<file path="config.mk">
export PLATFORM = sky130hd
export DESIGN_NAME = seg_scan_mux
export DESIGN_NICKNAME = d
export VERILOG_FILES = /design/src/rtl/seg_pkg.sv /design/src/rtl/seg7_decode.sv /design/src/rtl/seg_scan_mux.sv
export SDC_FILE = /design/constraint.sdc
export NUM_CORES = 1
export LEC_CHECK = 0
export BUFFER_PORTS_ARGS = -buffer_cell sky130_fd_sc_hd__buf_4
export CAP_MARGIN = 5
export CELL_PAD_IN_SITES_DETAIL_PLACEMENT = 1
export CELL_PAD_IN_SITES_GLOBAL_PLACEMENT = 1
export CORE_AREA = 3 3 96 98
export CTS_BUF_LIST = sky130_fd_sc_hd__clkbuf_4 sky130_fd_sc_hd__clkbuf_8
export CTS_CLUSTER_DIAMETER = 50
export CTS_CLUSTER_SIZE = 25
export DETAILED_ROUTE_END_ITERATION = 7
export DIE_AREA = 0 0 99 101
export GPL_TIMING_DRIVEN = 0
export PLACE_DENSITY = 0.85
export SLEW_MARGIN = 20
export SYNTH_ARGS = -nofsm -noshare
export SYNTH_HDL_FRONTEND = slang
export SYNTH_HIERARCHICAL = 1
export SYNTH_SLANG_ARGS = --single-unit
export TNS_END_PERCENT = 1
</file>
<file path="constraint.sdc">
create_clock -name clk -period 3.9 [get_ports clk]
set_input_delay 0.195 -clock clk [delete_from_list [all_inputs] [get_ports clk]]
set_output_delay 0.195 -clock clk [all_outputs]
set_load 0.02 [all_outputs]
</file>
<file path="src/rtl/seg_pkg.sv">
`default_nettype none
// ============================================================================
//  Module      : seg_pkg
//  Description : Shared constants and types for the 7-segment display blocks:
//                active-low segment patterns (bit6=a .. bit0=g), the blank
//                pattern and the scan state encoding.
//  Revision    : 1.0 - initial release
// ============================================================================
package seg_pkg;

    // All segments off (active-low bus)
    localparam logic [6:0] SEG_BLANK = 7'h7F;

    // Active-low patterns for decimal digits 0..9
    localparam logic [6:0] c_SEG_0 = 7'b0000001;
    localparam logic [6:0] c_SEG_1 = 7'b1001111;
    localparam logic [6:0] c_SEG_2 = 7'b0010010;
    localparam logic [6:0] c_SEG_3 = 7'b0000110;
    localparam logic [6:0] c_SEG_4 = 7'b1001100;
    localparam logic [6:0] c_SEG_5 = 7'b0100100;
    localparam logic [6:0] c_SEG_6 = 7'b0100000;
    localparam logic [6:0] c_SEG_7 = 7'b0001111;
    localparam logic [6:0] c_SEG_8 = 7'b0000000;
    localparam logic [6:0] c_SEG_9 = 7'b0000100;

    // Scan sequencer states
    typedef enum logic [1:0] {
        IDLE  = 2'd0,
        SHOW  = 2'd1,
        BLANK = 2'd2
    } scan_state_t;

endpackage
`default_nettype wire

</file>
<file path="src/rtl/seg7_decode.sv">
`default_nettype none
// ============================================================================
//  Module      : seg7_decode
//  Description : Combinational BCD nibble to active-low 7-segment pattern.
//                Non-decimal codes 10..15 produce a blank digit.
//  Revision    : 1.0 - initial release
// ============================================================================
module seg7_decode
    import seg_pkg::*;
(
    input  logic [3:0] i_nibble,
    output logic [6:0] o_segments
);

    // Table lookup; anything outside 0..9 is shown dark
    always_comb begin
        o_segments = SEG_BLANK;
        case (i_nibble)
            4'd0:    o_segments = c_SEG_0;
            4'd1:    o_segments = c_SEG_1;
            4'd2:    o_segments = c_SEG_2;
            4'd3:    o_segments = c_SEG_3;
            4'd4:    o_segments = c_SEG_4;
            4'd5:    o_segments = c_SEG_5;
            4'd6:    o_segments = c_SEG_6;
            4'd7:    o_segments = c_SEG_7;
            4'd8:    o_segments = c_SEG_8;
            4'd9:    o_segments = c_SEG_9;
            default: o_segments = SEG_BLANK;
        endcase
    end

endmodule
`default_nettype wire

</file>
<file path="src/rtl/seg_scan_mux.sv">
`default_nettype none
// ============================================================================
//  Module      : seg_scan_mux
//  Description : Time-multiplexes DIGITS BCD nibbles plus decimal points onto
//                one active-low segment bus with active-low anode enables.
//                Each slot is CLK_DIV cycles: a SHOW phase followed by a
//                GHOST_CYCLES dead-time BLANK phase. Incoming values are held
//                in a pending buffer and committed to the displayed (shadow)
//                buffer only at frame boundaries, so frames never tear.
//                Optional macro SEG_LEADING_ZERO_BLANK_EN suppresses zeros
//                above the most significant nonzero digit (digit 0 never).
//  Revision    : 1.0 - initial release
// ============================================================================
module seg_scan_mux
    import seg_pkg::*;
#(
    parameter int DIGITS       = 4,
    parameter int CLK_DIV      = 50000,
    parameter int GHOST_CYCLES = 16
) (
    input  logic                  clk,
    input  logic                  rst,
    input  logic                  enable,
    input  logic                  load,
    input  logic [4*DIGITS-1:0]   digits_in,
    input  logic [DIGITS-1:0]     dp_in,
    output logic [6:0]            segment,
    output logic                  dp,
    output logic [DIGITS-1:0]     anode,
    output logic                  frame_done
);

    // Prescaler only ever holds 0..CLK_DIV-1, so clog2 bits are enough
    localparam int c_PRESC_W = (CLK_DIV > 1) ? $clog2(CLK_DIV) : 1;
    localparam int c_IDX_W   = (DIGITS > 1) ? $clog2(DIGITS) : 1;

    localparam logic [c_PRESC_W-1:0] c_SHOW_LAST = c_PRESC_W'(CLK_DIV - GHOST_CYCLES - 1);
    localparam logic [c_PRESC_W-1:0] c_SLOT_LAST = c_PRESC_W'(CLK_DIV - 1);
    localparam logic [c_IDX_W-1:0]   c_IDX_LAST  = c_IDX_W'(DIGITS - 1);

    scan_state_t            r_state, w_state_nxt;
    logic [c_IDX_W-1:0]     r_idx, w_idx_nxt;
    logic [c_PRESC_W-1:0]   r_presc, w_presc_nxt;
    logic                   w_slot_end;
    logic                   w_commit;
    logic                   w_frame_end;

    logic [4*DIGITS-1:0]    r_shadow_dig, w_shadow_dig_nxt;
    logic [DIGITS-1:0]      r_shadow_dp, w_shadow_dp_nxt;
    logic [4*DIGITS-1:0]    r_pend_dig;
    logic [DIGITS-1:0]      r_pend_dp;
    logic                   r_pend_valid;

    logic [3:0]             w_nibble;
    logic [6:0]             w_dec;
    logic [6:0]             w_seg_digit;

    logic [6:0]             r_segment;
    logic                   r_dp;
    logic [DIGITS-1:0]      r_anode;
    logic                   r_frame_done;

    // State, digit index and prescaler registers
    always_ff @(posedge clk) begin
        if (rst) begin
            r_state <= IDLE;
            r_idx   <= '0;
            r_presc <= '0;
        end else begin
            r_state <= w_state_nxt;
            r_idx   <= w_idx_nxt;
            r_presc <= w_presc_nxt;
        end
    end

    // Next-state logic: phase sequencing, slot/frame ends and commit points
    always_comb begin
        w_state_nxt = r_state;
        w_idx_nxt   = r_idx;
        w_presc_nxt = r_presc;
        w_slot_end  = 1'b0;
        w_commit    = 1'b0;
        w_frame_end = 1'b0;
        if (!enable) begin
            w_state_nxt = IDLE;
            w_idx_nxt   = '0;
            w_presc_nxt = '0;
        end else begin
            case (r_state)
                IDLE: begin
                    w_state_nxt = SHOW;
                    w_idx_nxt   = '0;
                    w_presc_nxt = '0;
                    w_commit    = 1'b1;
                end
                SHOW: begin
                    // Slot-end test first: with no dead time SHOW fills the slot
                    if (r_presc == c_SLOT_LAST) begin
                        w_slot_end = 1'b1;
                    end else if (r_presc == c_SHOW_LAST) begin
                        w_state_nxt = BLANK;
                        w_presc_nxt = r_presc + c_PRESC_W'(1);
                    end else begin
                        w_presc_nxt = r_presc + c_PRESC_W'(1);
                    end
                end
                BLANK: begin
                    if (r_presc == c_SLOT_LAST) begin
                        w_slot_end = 1'b1;
                    end else begin
                        w_presc_nxt = r_presc + c_PRESC_W'(1);
                    end
                end
                default: begin
                    w_state_nxt = IDLE;
                    w_idx_nxt   = '0;
                    w_presc_nxt = '0;
                end
            endcase
            if (w_slot_end) begin
                w_state_nxt = SHOW;
                w_presc_nxt = '0;
                if (r_idx == c_IDX_LAST) begin
                    w_idx_nxt   = '0;
                    w_frame_end = 1'b1;
                    w_commit    = 1'b1;
                end else begin
                    w_idx_nxt = r_idx + c_IDX_W'(1);
                end
            end
        end
    end

    // Shadow selection: a load on a commit edge bypasses the pending buffer
    always_comb begin
        w_shadow_dig_nxt = r_shadow_dig;
        w_shadow_dp_nxt  = r_shadow_dp;
        if (w_commit && load) begin
            w_shadow_dig_nxt = digits_in;
            w_shadow_dp_nxt  = dp_in;
        end else if (w_commit && r_pend_valid) begin
            w_shadow_dig_nxt = r_pend_dig;
            w_shadow_dp_nxt  = r_pend_dp;
        end
    end

    // Pending and shadow buffers
    always_ff @(posedge clk) begin
        if (rst) begin
            r_shadow_dig <= '0;
            r_shadow_dp  <= '0;
            r_pend_dig   <= '0;
            r_pend_dp    <= '0;
            r_pend_valid <= 1'b0;
        end else begin
            r_shadow_dig <= w_shadow_dig_nxt;
            r_shadow_dp  <= w_shadow_dp_nxt;
            if (load) begin
                r_pend_dig   <= digits_in;
                r_pend_dp    <= dp_in;
                r_pend_valid <= !w_commit;
            end else if (w_commit) begin
                r_pend_valid <= 1'b0;
            end
        end
    end

    assign w_nibble = w_shadow_dig_nxt[{w_idx_nxt, 2'b00} +: 4];

    seg7_decode u_decode (
        .i_nibble   (w_nibble),
        .o_segments (w_dec)
    );

`ifdef SEG_LEADING_ZERO_BLANK_EN
    // A digit is a leading zero when it and every digit above it are zero
    logic [DIGITS-1:0] w_lz_blank;
    generate
        for (genvar gi = 0; gi < DIGITS; gi++) begin : g_lz
            if (gi == 0) begin : g_lz_lsd
                assign w_lz_blank[gi] = 1'b0;
            end else begin : g_lz_upper
                assign w_lz_blank[gi] = (w_shadow_dig_nxt[4*DIGITS-1:4*gi] == '0);
            end
        end
    endgenerate
    assign w_seg_digit = w_lz_blank[w_idx_nxt] ? SEG_BLANK : w_dec;
`else
    assign w_seg_digit = w_dec;
`endif

    // Registered outputs follow the state being entered, so they change
    // exactly on the edge where state or index changes
    always_ff @(posedge clk) begin
        if (rst) begin
            r_segment    <= SEG_BLANK;
            r_dp         <= 1'b1;
            r_anode      <= '1;
            r_frame_done <= 1'b0;
        end else begin
            r_frame_done <= w_frame_end;
            if (w_state_nxt == SHOW) begin
                r_anode   <= ~(DIGITS'(1) << w_idx_nxt);
                r_segment <= w_seg_digit;
                r_dp      <= ~w_shadow_dp_nxt[w_idx_nxt];
            end else begin
                r_anode   <= '1;
                r_segment <= SEG_BLANK;
                r_dp      <= 1'b1;
            end
        end
    end

    assign segment    = r_segment;
    assign dp         = r_dp;
    assign anode      = r_anode;
    assign frame_done = r_frame_done;

endmodule
`default_nettype wire
</file>
==> reports/summary.json, run 1 <==
{
  "hold_depth": {"value": 3},
  "use_met3": {"value": 4.84, "unit": "%"},
  "worst_setup_hold_path_clk_slew": {"value": 80, "unit": "ps"},
  "finalWeightedCongestion": {"value": 0.838},
  "synth_area": {"value": 0.00384, "unit": "mm²"},
  "number_of_port_buffers": {"value": 35},
  "power.static_leakage": {"value": 1.73, "unit": "nW"},
  "grtUsageMet1": {"value": 29.3, "unit": "%"},
  "worstSetupPathType": {"value": "reg -> reg"},
  "die_width": {"value": 99, "unit": "µm"},
  "async_reset_ff_share": {"value": 0, "unit": "%"},
  "slack_of_the_worst_reg_to_reg_path": {"value": 230, "unit": "ps"},
  "finalSetupViolations": {"value": 0},
  "post_synth_num_cell_types": {"value": 56},
  "sequential_element_share_of_the_synthesized_area": {"value": 38.5, "unit": "%"},
  "power_switching": {"value": 0.469, "unit": "mW"},
  "combinationalPowerShare": {"value": 16.2, "unit": "%"},
  "power-per-cell-area": {"value": 373, "unit": "mW/mm²"},
  "cts.sinks": {"value": 74},
  "worstSkewPairLatency": {"value": 340, "unit": "ps"},
  "dpl.hpwl": {"value": 8.16, "unit": "mm"},
  "synth.net_count": {"value": 498},
  "synthToLayoutAreaGrowth": {"value": 15.2, "unit": "%"},
  "ctsHtreeMaxLevel": {"value": 3},
  "avgViaCountPerCell": {"value": 5.79},
  "synth_edf_count": {"value": 0},
  "drv.max_cap_violation_count": {"value": 0},
  "avg_wl_per_cell": {"value": 18.2, "unit": "µm"},
  "detailedRoute.firstIterationViolations": {"value": 182},
  "min_period_over_period": {"value": 94.1, "unit": "%"},
  "dr_total_vias": {"value": 3594},
  "critical_path.reg2reg.endpoint": {"value": "segment[3]$_SDFF_PP1_"},
  "critical-path-max-stage-delay": {"value": 540, "unit": "ps"},
  "grt.met2_usage": {"value": 40.5, "unit": "%"},
  "floorplan.io_pins": {"value": 37},
  "postSynth.topFlopCell": {"value": "dfxtp_1"},
  "grt_peak_use_layer": {"value": "met2"},
  "worst_r2r_path_depth": {"value": 14},
  "outcome": {"value": "finished clean"},
  "crit_required": {"value": 4130, "unit": "ps"},
  "commonest_cells_after_routing_fill_and_taps_aside": {"value": "dfxtp_1, nor2_1, o21ai_0"},
  "cpMaxStageDelayCell": {"value": "or4_4"},
  "layout.cells.most_common": {"value": "dfxtp_1"},
  "max-clock-path-buffers": {"value": 2},
  "design.final.nets": {"value": 543},
  "antenna_found_initial": {"value": 0},
  "worstPathArrival": {"value": 3900, "unit": "ps"},
  "cp_cell_sequence": {"value": "ha_1 > and3_1 > nand4_2 > or4_4 > a21oi_4 > and2b_1 > a32o_1 > a221o_1 > inv_1 > ha_1 > or2_1 > a21oi_2 > a31oi_1 > nand2b_1"},
  "grt_overflow_total": {"value": 0},
  "timing_worst_slew_pin_value": {"value": 823, "unit": "ps"},
  "worst-path-max-fanout": {"value": 8},
  "tritoncts": {"value": "done"},
  "max_clock_freq": {"value": 273, "unit": "MHz"},
  "power.ir.vdd_worst": {"value": 198, "unit": "µV"},
  "clock_root_buffer_master": {"value": "clkbuf_8"},
  "critical_path.most_common_cell": {"value": "ha_1"},
  "globalRouteTotalUtil": {"value": 23.4, "unit": "%"},
  "wl": {"value": 11.3, "unit": "mm"},
  "worst_clock_skew": {"value": 7.73, "unit": "ps"},
  "count_of_synthesis_stage_warnings_from_yosys": {"value": 6},
  "postLayoutCoreUtil": {"value": 51.8, "unit": "%"},
  "initial_core_util": {"value": 45.0, "unit": "%"},
  "portion_of_total_power_attributed_to_the_clock_network": {"value": 34.9, "unit": "%"},
  "maximum_number_of_pins_on_one_net_before_global_route_repair": {"value": 13},
  "timing.hold.ws": {"value": 104, "unit": "ps"},
  "hold_endpoint": {"value": "r_pend_dig[10]$_SDFFE_PP0P_"},
  "dp.cells": {"value": 606},
  "grt_pass1_vias": {"value": 3820},
  "holdCritStartpoint": {"value": "digits_in[10]"},
  "drc": {"value": 0},
  "post-route-min-period": {"value": 3670, "unit": "ps"},
  "rsz0062_at_grt": {"value": "false"},
  "switching_share": {"value": 28.4, "unit": "%"},
  "post_synth_inst_count": {"value": 463},
  "hold_class": {"value": "in -> reg"},
  "pwr-share-seq": {"value": 48.9, "unit": "%"},
  "worst_setup_path_start_kind": {"value": "register"},
  "drive_gt1_share": {"value": 13.8, "unit": "%"},
  "instances_no_fill": {"value": 621},
  "ys_seq_elements": {"value": 74},
  "post-cts-setup-buffer-count": {"value": 0},
  "drt.antenna.violating_nets": {"value": 0},
  "fp.coreArea": {"value": 0.00855, "unit": "mm²"},
  "setup_total_negative_slack": {"value": 0, "unit": "ps"},
  "slew-limit-headroom": {"value": 45.1, "unit": "%"},
  "cp-end-kind": {"value": "register"},
  "worstReg2RegStart": {"value": "r_presc[0]$_SDFFE_PP0P_"},
  "detail_route.first_pass.iterations": {"value": 4},
  "fp.dieH": {"value": 101, "unit": "µm"},
  "cts_buffers": {"value": 9},
  "syn-mean-instance-area": {"value": 8.30, "unit": "µm²"},
  "report.final.hold_viol_count": {"value": 0},
  "global_route_wire_length_before_repair": {"value": 18.7, "unit": "mm"},
  "finalMaxSlewViolations": {"value": 0},
  "internal_power": {"value": 1.18, "unit": "mW"},
  "total_die_area": {"value": 0.0100, "unit": "mm²"},
  "fp-row-count": {"value": 34},
  "number_of_diodes": {"value": 0}
}
cell usage after synthesis, types with 3 or more instances:
master,count,share of area (%)
a221o_1,5,1.3
a21o_1,4,0.78
nand4_1,5,0.81
and2_1,3,0.49
o21ai_0,46,6.0
o22a_1,3,0.68
and3_1,7,1.1
nor3_1,13,1.7
xor2_1,8,1.8
dfxtp_1,74,39
inv_1,10,0.98
xnor2_1,6,1.4
ha_1,11,3.6
a32o_1,4,1.0
a21oi_1,13,1.7
and3b_1,4,0.91
mux2i_1,19,4.9
nand3_1,10,1.3
nand2b_1,18,2.9
nor2_1,68,6.6
buf_2,4,0.52
nor2b_1,11,1.8
o21a_1,7,1.4
o22ai_1,27,4.4
nand2_1,19,1.9
clkbuf_1,22,2.1
nor4_1,6,0.98
cell type report:
class                   instances  area (µm²)
clock buffers                  12         165
clock inverters                 4        25.0
flip-flops and latches         74        1480
multi-input cells             350        2190
well taps                     108         135
fillers                      1071        4120
inverters                      10        37.5
plain buffers                  28         130
repair buffers                 35         263
flip-flops by register name, indices dropped and copies added, names as in the netlist, 4 cells and up:
register      flops
r_shadow_dig     16
segment           7
anode             4
r_shadow_dp       4
r_pend_dp         4
r_presc          16
r_pend_dig       16
timing repair:
item	in CTS	in global routing
gates resized for setup	0	3
setup endpoints to repair	0	4
hold buffers	0	0
worst max-delay path by stage:
stage	startpoint	end	slack, ps	depth (start not counted)
finish	r_presc[0]$_SDFFE_PP0P_	segment[3]$_SDFF_PP1_	230	14
global route	r_state[0]$_SDFF_PP0_	segment[3]$_SDFF_PP1_	10	16
CTS	r_state[0]$_SDFF_PP0_	segment[3]$_SDFF_PP1_	140	16
detailed placement	r_state[0]$_SDFF_PP0_	segment[3]$_SDFF_PP1_	170	16
global placement	r_state[0]$_SDFF_PP0_	segment[3]$_SDFF_PP1_	320	16
floorplan	r_presc[0]$_SDFFE_PP0P_	segment[3]$_SDFF_PP1_	850	14
worst max-delay path: cells and delay by family, from the launching register on:
family	cells	cell delay, ps
AOI/OAI and AO/OA	5	960
DFF	1	400
buffers and inverters	1	130
adders and majority gates	2	400
and+or+nand+nor	6	1650
kinds of logic (layout without fill, tap and decap cells):
family / after synthesis / count (layout) / synth area share, %
mux: 20 / 20 / 5.24
simple gates: 180 / 180 / 24.3
buf+inv: 39 / 89 / 4.43
xor+xnor: 14 / 14 / 3.19
compound gates: 125 / 125 / 20.7
fa+ha+maj: 11 / 11 / 3.58
flops: 74 / 74 / 38.5
power by group through the flow:
stage | sequential, mW | clock [mW] | combinational (mW)
finish | 0.809 | 0.577 | 0.267
global route | 0.812 | 0.616 | 0.297
CTS | 0.808 | 0.590 | 0.266
detailed placement | 0.826 | 0 | 0.264
global placement | 0.823 | 0 | 0.251
floorplan | 0.828 | 0 | 0.170
metal layers:
layer	part of all wire (%)	wire length, µm
met1	46	5190
met2	49	5520
met3	3.8	429
met4	1.6	178
met5	0	0
through the flow:
step / power, mW / cell area (µm²) / setup WS [ps]
after detailed placement: 1.09 / 4240 / 174
after global routing: 1.73 / 4430 / 12.5
after floorplan: 0.998 / 3840 / 848
final: 1.65 / 4430 / 231
after CTS: 1.66 / 4430 / 138
after global placement: 1.07 / 4240 / 319
Power figures use the tool's default switching activity.
==> inputs of run 2 (changes only) <==
--- a/config.mk
+++ b/config.mk
@@ -9,17 +9,16 @@
 export CAP_MARGIN = 5
 export CELL_PAD_IN_SITES_DETAIL_PLACEMENT = 1
 export CELL_PAD_IN_SITES_GLOBAL_PLACEMENT = 1
-export CORE_AREA = 3 3 96 98
+export CORE_AREA = 3 3 93 95
 export CTS_BUF_LIST = sky130_fd_sc_hd__clkbuf_4 sky130_fd_sc_hd__clkbuf_8
 export CTS_CLUSTER_DIAMETER = 50
 export CTS_CLUSTER_SIZE = 25
 export DETAILED_ROUTE_END_ITERATION = 7
-export DIE_AREA = 0 0 99 101
+export DIE_AREA = 0 0 96 98
 export GPL_TIMING_DRIVEN = 0
 export PLACE_DENSITY = 0.85
 export SLEW_MARGIN = 20
 export SYNTH_ARGS = -nofsm -noshare
 export SYNTH_HDL_FRONTEND = slang
-export SYNTH_HIERARCHICAL = 1
 export SYNTH_SLANG_ARGS = --single-unit
 export TNS_END_PERCENT = 1
==> run 2 against run 1 <==
Net effect:
- non-clock buffer count down 6
- utilization up 3.1 points
- routed wire length down 12%
- register-to-register slack better by 60 ps
- critical path depth down 1
- fmax up 1.8%
- synthesized cell count down 16%
- die area down 5.9%
- sequential share of layout area up 1.1 points
- combinational power down 5%
==> reports/summary.json, run 2 <==
{
  "maximum_number_of_pins_on_one_net_before_global_route_repair": {"value": 13},
  "finalSetupViolations": {"value": 0},
  "synth_edf_count": {"value": 0},
  "worst_setup_hold_path_clk_slew": {"value": 80, "unit": "ps"},
  "power.ir.vdd_worst": {"value": 213, "unit": "µV"},
  "post-route-min-period": {"value": 3610, "unit": "ps"},
  "crit_required": {"value": 4130, "unit": "ps"},
  "cp-end-kind": {"value": "register"},
  "critical_path.n_buffers_inverters": {"value": 3},
  "avg_wl_per_cell": {"value": 18.3, "unit": "µm"},
  "syn-mean-instance-area": {"value": 9.45, "unit": "µm²"},
  "synth_top_cells_by_area": {"value": "dfxtp_1, mux2i_1, nor2_1"},
  "synth_area_leader_cell": {"value": "dfxtp_1"},
  "async_reset_ff_share": {"value": 0, "unit": "%"},
  "grt_pass1_vias": {"value": 3275},
  "fp.coreArea": {"value": 0.00781, "unit": "mm²"},
  "tritoncts": {"value": "done"},
  "setup_total_negative_slack": {"value": 0, "unit": "ps"},
  "drt.antenna.violating_nets": {"value": 0},
  "finalInstanceArea": {"value": 0.00429, "unit": "mm²"},
  "power-per-cell-area": {"value": 394, "unit": "mW/mm²"},
  "critical_path.most_common_cell": {"value": "ha_1"},
  "wl": {"value": 9.92, "unit": "mm"},
  "total_die_area": {"value": 0.00941, "unit": "mm²"},
  "ctsHtreeMaxLevel": {"value": 3},
  "fp.dieH": {"value": 98, "unit": "µm"},
  "drv.max_cap_violation_count": {"value": 0},
  "report.final.hold_viol_count": {"value": 0},
  "worstPathArrival": {"value": 3840, "unit": "ps"},
  "dr_total_vias": {"value": 3123},
  "totalPowerFinal": {"value": 1.69, "unit": "mW"},
  "drive_gt1_share": {"value": 20.9, "unit": "%"},
  "power_switching": {"value": 0.453, "unit": "mW"},
  "critical-path-max-stage-delay": {"value": 460, "unit": "ps"},
  "antenna_found_initial": {"value": 0},
  "fin_ws": {"value": 294, "unit": "ps"},
  "synthToLayoutAreaGrowth": {"value": 16.0, "unit": "%"},
  "synth_top_area_share": {"value": 40.1, "unit": "%"},
  "globalRouteTotalUtil": {"value": 22.5, "unit": "%"},
  "design.final.nets": {"value": 472},
  "finalWeightedCongestion": {"value": 0.792},
  "post_synth_num_cell_types": {"value": 60},
  "floorplan.io_pins": {"value": 37},
  "worst_clock_skew": {"value": 11.8, "unit": "ps"},
  "synth.net_count": {"value": 427},
  "clock_root_buffer_master": {"value": "clkbuf_8"},
  "layout.filler_cells": {"value": 923},
  "cp_cell_sequence": {"value": "ha_1 > nand3_1 > nor4_1 > buf_4 > a31oi_1 > buf_2 > o221ai_1 > mux2i_1 > mux2i_2 > inv_1 > ha_1 > nor4_2 > a21oi_1"},
  "ys_seq_elements": {"value": 74},
  "max_clock_freq": {"value": 277, "unit": "MHz"},
  "power.static_leakage": {"value": 1.86, "unit": "nW"},
  "dominant_delay_contributor_by_cell_family_on_the_critical_path": {"value": "simple AND/OR/NAND/NOR gates"},
  "worstSkewPairLatency": {"value": 360, "unit": "ps"},
  "worst_setup_path_start_kind": {"value": "register"},
  "pwr-share-seq": {"value": 48.1, "unit": "%"},
  "dp.cells": {"value": 527},
  "fp-row-count": {"value": 32},
  "internal_power": {"value": 1.23, "unit": "mW"},
  "initial_core_util": {"value": 47.3, "unit": "%"},
  "worstSetupPathType": {"value": "reg -> reg"},
  "largestRegisters": {"value": "r_pend_dig (16), r_presc (16), r_shadow_dig (16)"},
  "grt_overflow_total": {"value": 0},
  "die_width": {"value": 96, "unit": "µm"},
  "cts.sinks": {"value": 74},
  "post_synth_inst_count": {"value": 391},
  "finalMaxSlewViolations": {"value": 0},
  "slew-limit-headroom": {"value": 41.4, "unit": "%"},
  "outcome": {"value": "finished clean"},
  "combinationalPowerShare": {"value": 15.1, "unit": "%"},
  "area_of_combinational_cells_with_multiple_inputs": {"value": 0.00201, "unit": "mm²"},
  "postLayoutCoreUtil": {"value": 54.9, "unit": "%"},
  "number_of_port_buffers": {"value": 34},
  "cts_buffers": {"value": 9},
  "synth_area": {"value": 0.00369, "unit": "mm²"},
  "worst-path-max-fanout": {"value": 10},
  "count_of_synthesis_stage_warnings_from_yosys": {"value": 0},
  "number_of_diodes": {"value": 0},
  "portion_of_total_power_attributed_to_the_clock_network": {"value": 36.8, "unit": "%"},
  "global_route_wire_length_before_repair": {"value": 16.5, "unit": "mm"},
  "min_period_over_period": {"value": 92.5, "unit": "%"},
  "sequential_element_share_of_the_synthesized_area": {"value": 40.1, "unit": "%"},
  "total_placed_instance_area": {"value": 0.00408, "unit": "mm²"},
  "avgViaCountPerCell": {"value": 5.75},
  "commonest_cells_after_routing_fill_and_taps_aside": {"value": "dfxtp_1, nor2_1, buf_4"},
  "switching_share": {"value": 26.9, "unit": "%"},
  "layout.cells.most_common": {"value": "dfxtp_1"},
  "max-clock-path-buffers": {"value": 2},
  "drc": {"value": 0},
  "timing.hold.ws": {"value": 89.1, "unit": "ps"},
  "detail_route.first_pass.iterations": {"value": 5},
  "pre_cts_setup_slack": {"value": 265, "unit": "ps"},
  "instances_no_fill": {"value": 543},
  "rsz0062_at_grt": {"value": "false"},
  "postSynth.topFlopCell": {"value": "dfxtp_1"},
  "detailedRoute.firstIterationViolations": {"value": 115},
  "cpMaxStageDelayCell": {"value": "nor4_1"},
  "post-cts-setup-buffer-count": {"value": 0},
  "dpl.hpwl": {"value": 6.88, "unit": "mm"},
  "count_leader_synth": {"value": "dfxtp_1"},
  "timing_worst_slew_pin_value": {"value": 879, "unit": "ps"},
  "sequential_cell_area": {"value": 0.00148, "unit": "mm²"},
  "hold_class": {"value": "in -> reg"},
  "netlist_top_cells_count": {"value": "dfxtp_1, nor2_1, mux2i_1, inv_1"}
}
run 2: cell count changes in the layout (fill, tap and decap cells not counted), sizes merged, moves of 8 or more:
cell,delta
clkbuf,-8
nand2b,-15
nand2,-8
a41oi,+8
o22ai,-19
o21ai,-42
mux2i,+18
o221a,+12
nor3,-12
a31oi,+8
run 2: kinds of logic (layout without fill, tap and decap cells):
group,Yosys count,after routing,synth area share (%)
xor+xnor,14,14,3.32
buf+inv,40,90,5.72
simple gates,140,140,20.0
flops,74,74,40.1
compound gates,71,71,15.2
fa+ha+maj,12,12,4.06
mux,40,40,11.6
run 2: timing repair:
action	in CTS	in global routing
hold endpoints to repair	0	0
setup endpoints to repair	0	4
hold buffers	0	0
gates resized for setup	0	1
run 2: final timing paths:
path / startpoint / to / slack [ps] / depth (start not counted)
worst max-delay path: r_presc[0]$_SDFFE_PP0P_ / segment[0]$_SDFF_PP1_ / 290 / 13
worst min-delay path: digits_in[4] / r_pend_dig[4]$_SDFFE_PP0P_ / 90 / 3
worst max register to register: r_presc[0]$_SDFFE_PP0P_ / segment[0]$_SDFF_PP1_ / 290 / 13
worst min register to register: r_presc[0]$_SDFFE_PP0P_ / r_presc[0]$_SDFFE_PP0P_ / 490 / 1
run 2: final cells by class:
| cell class | count | share of cell area [%] |
|---|---|---|
| repair buffers | 34 | 5.96 |
| well taps | 102 | 2.98 |
| multi-input cells | 277 | 46.8 |
| clock inverters | 5 | 1.23 |
| inverters | 17 | 1.49 |
| plain buffers | 23 | 3.45 |
| flip-flops and latches | 74 | 34.6 |
| clock buffers | 11 | 3.53 |
run 2: tightest hold or removal path: cells and delay by family:
| kind | cells | cell delay, ps |
|---|---|---|
| buffers and inverters | 1 | 90 |
| multiplexers | 1 | 60 |
| AND/OR/NAND/NOR | 1 | 70 |
run 2: power groups by stage:
stage | combinational (mW) | clock, mW | sequential [mW]
floorplan | 0.160 | 0 | 0.833
global placement | 0.237 | 0 | 0.826
detailed placement | 0.248 | 0 | 0.829
CTS | 0.253 | 0.633 | 0.811
global route | 0.278 | 0.669 | 0.815
finish | 0.254 | 0.621 | 0.812
run 2: routing by layer:
layer / global-route usage, % / vias to the layer above / routed length (µm)
met5: 0 / - / 0
met4: 8.53 / 0 / 216
met3: 4.16 / 22 / 569
met2: 36.0 / 86 / 4800
met1: 29.8 / 1526 / 4330
li1: - / 1489 / -
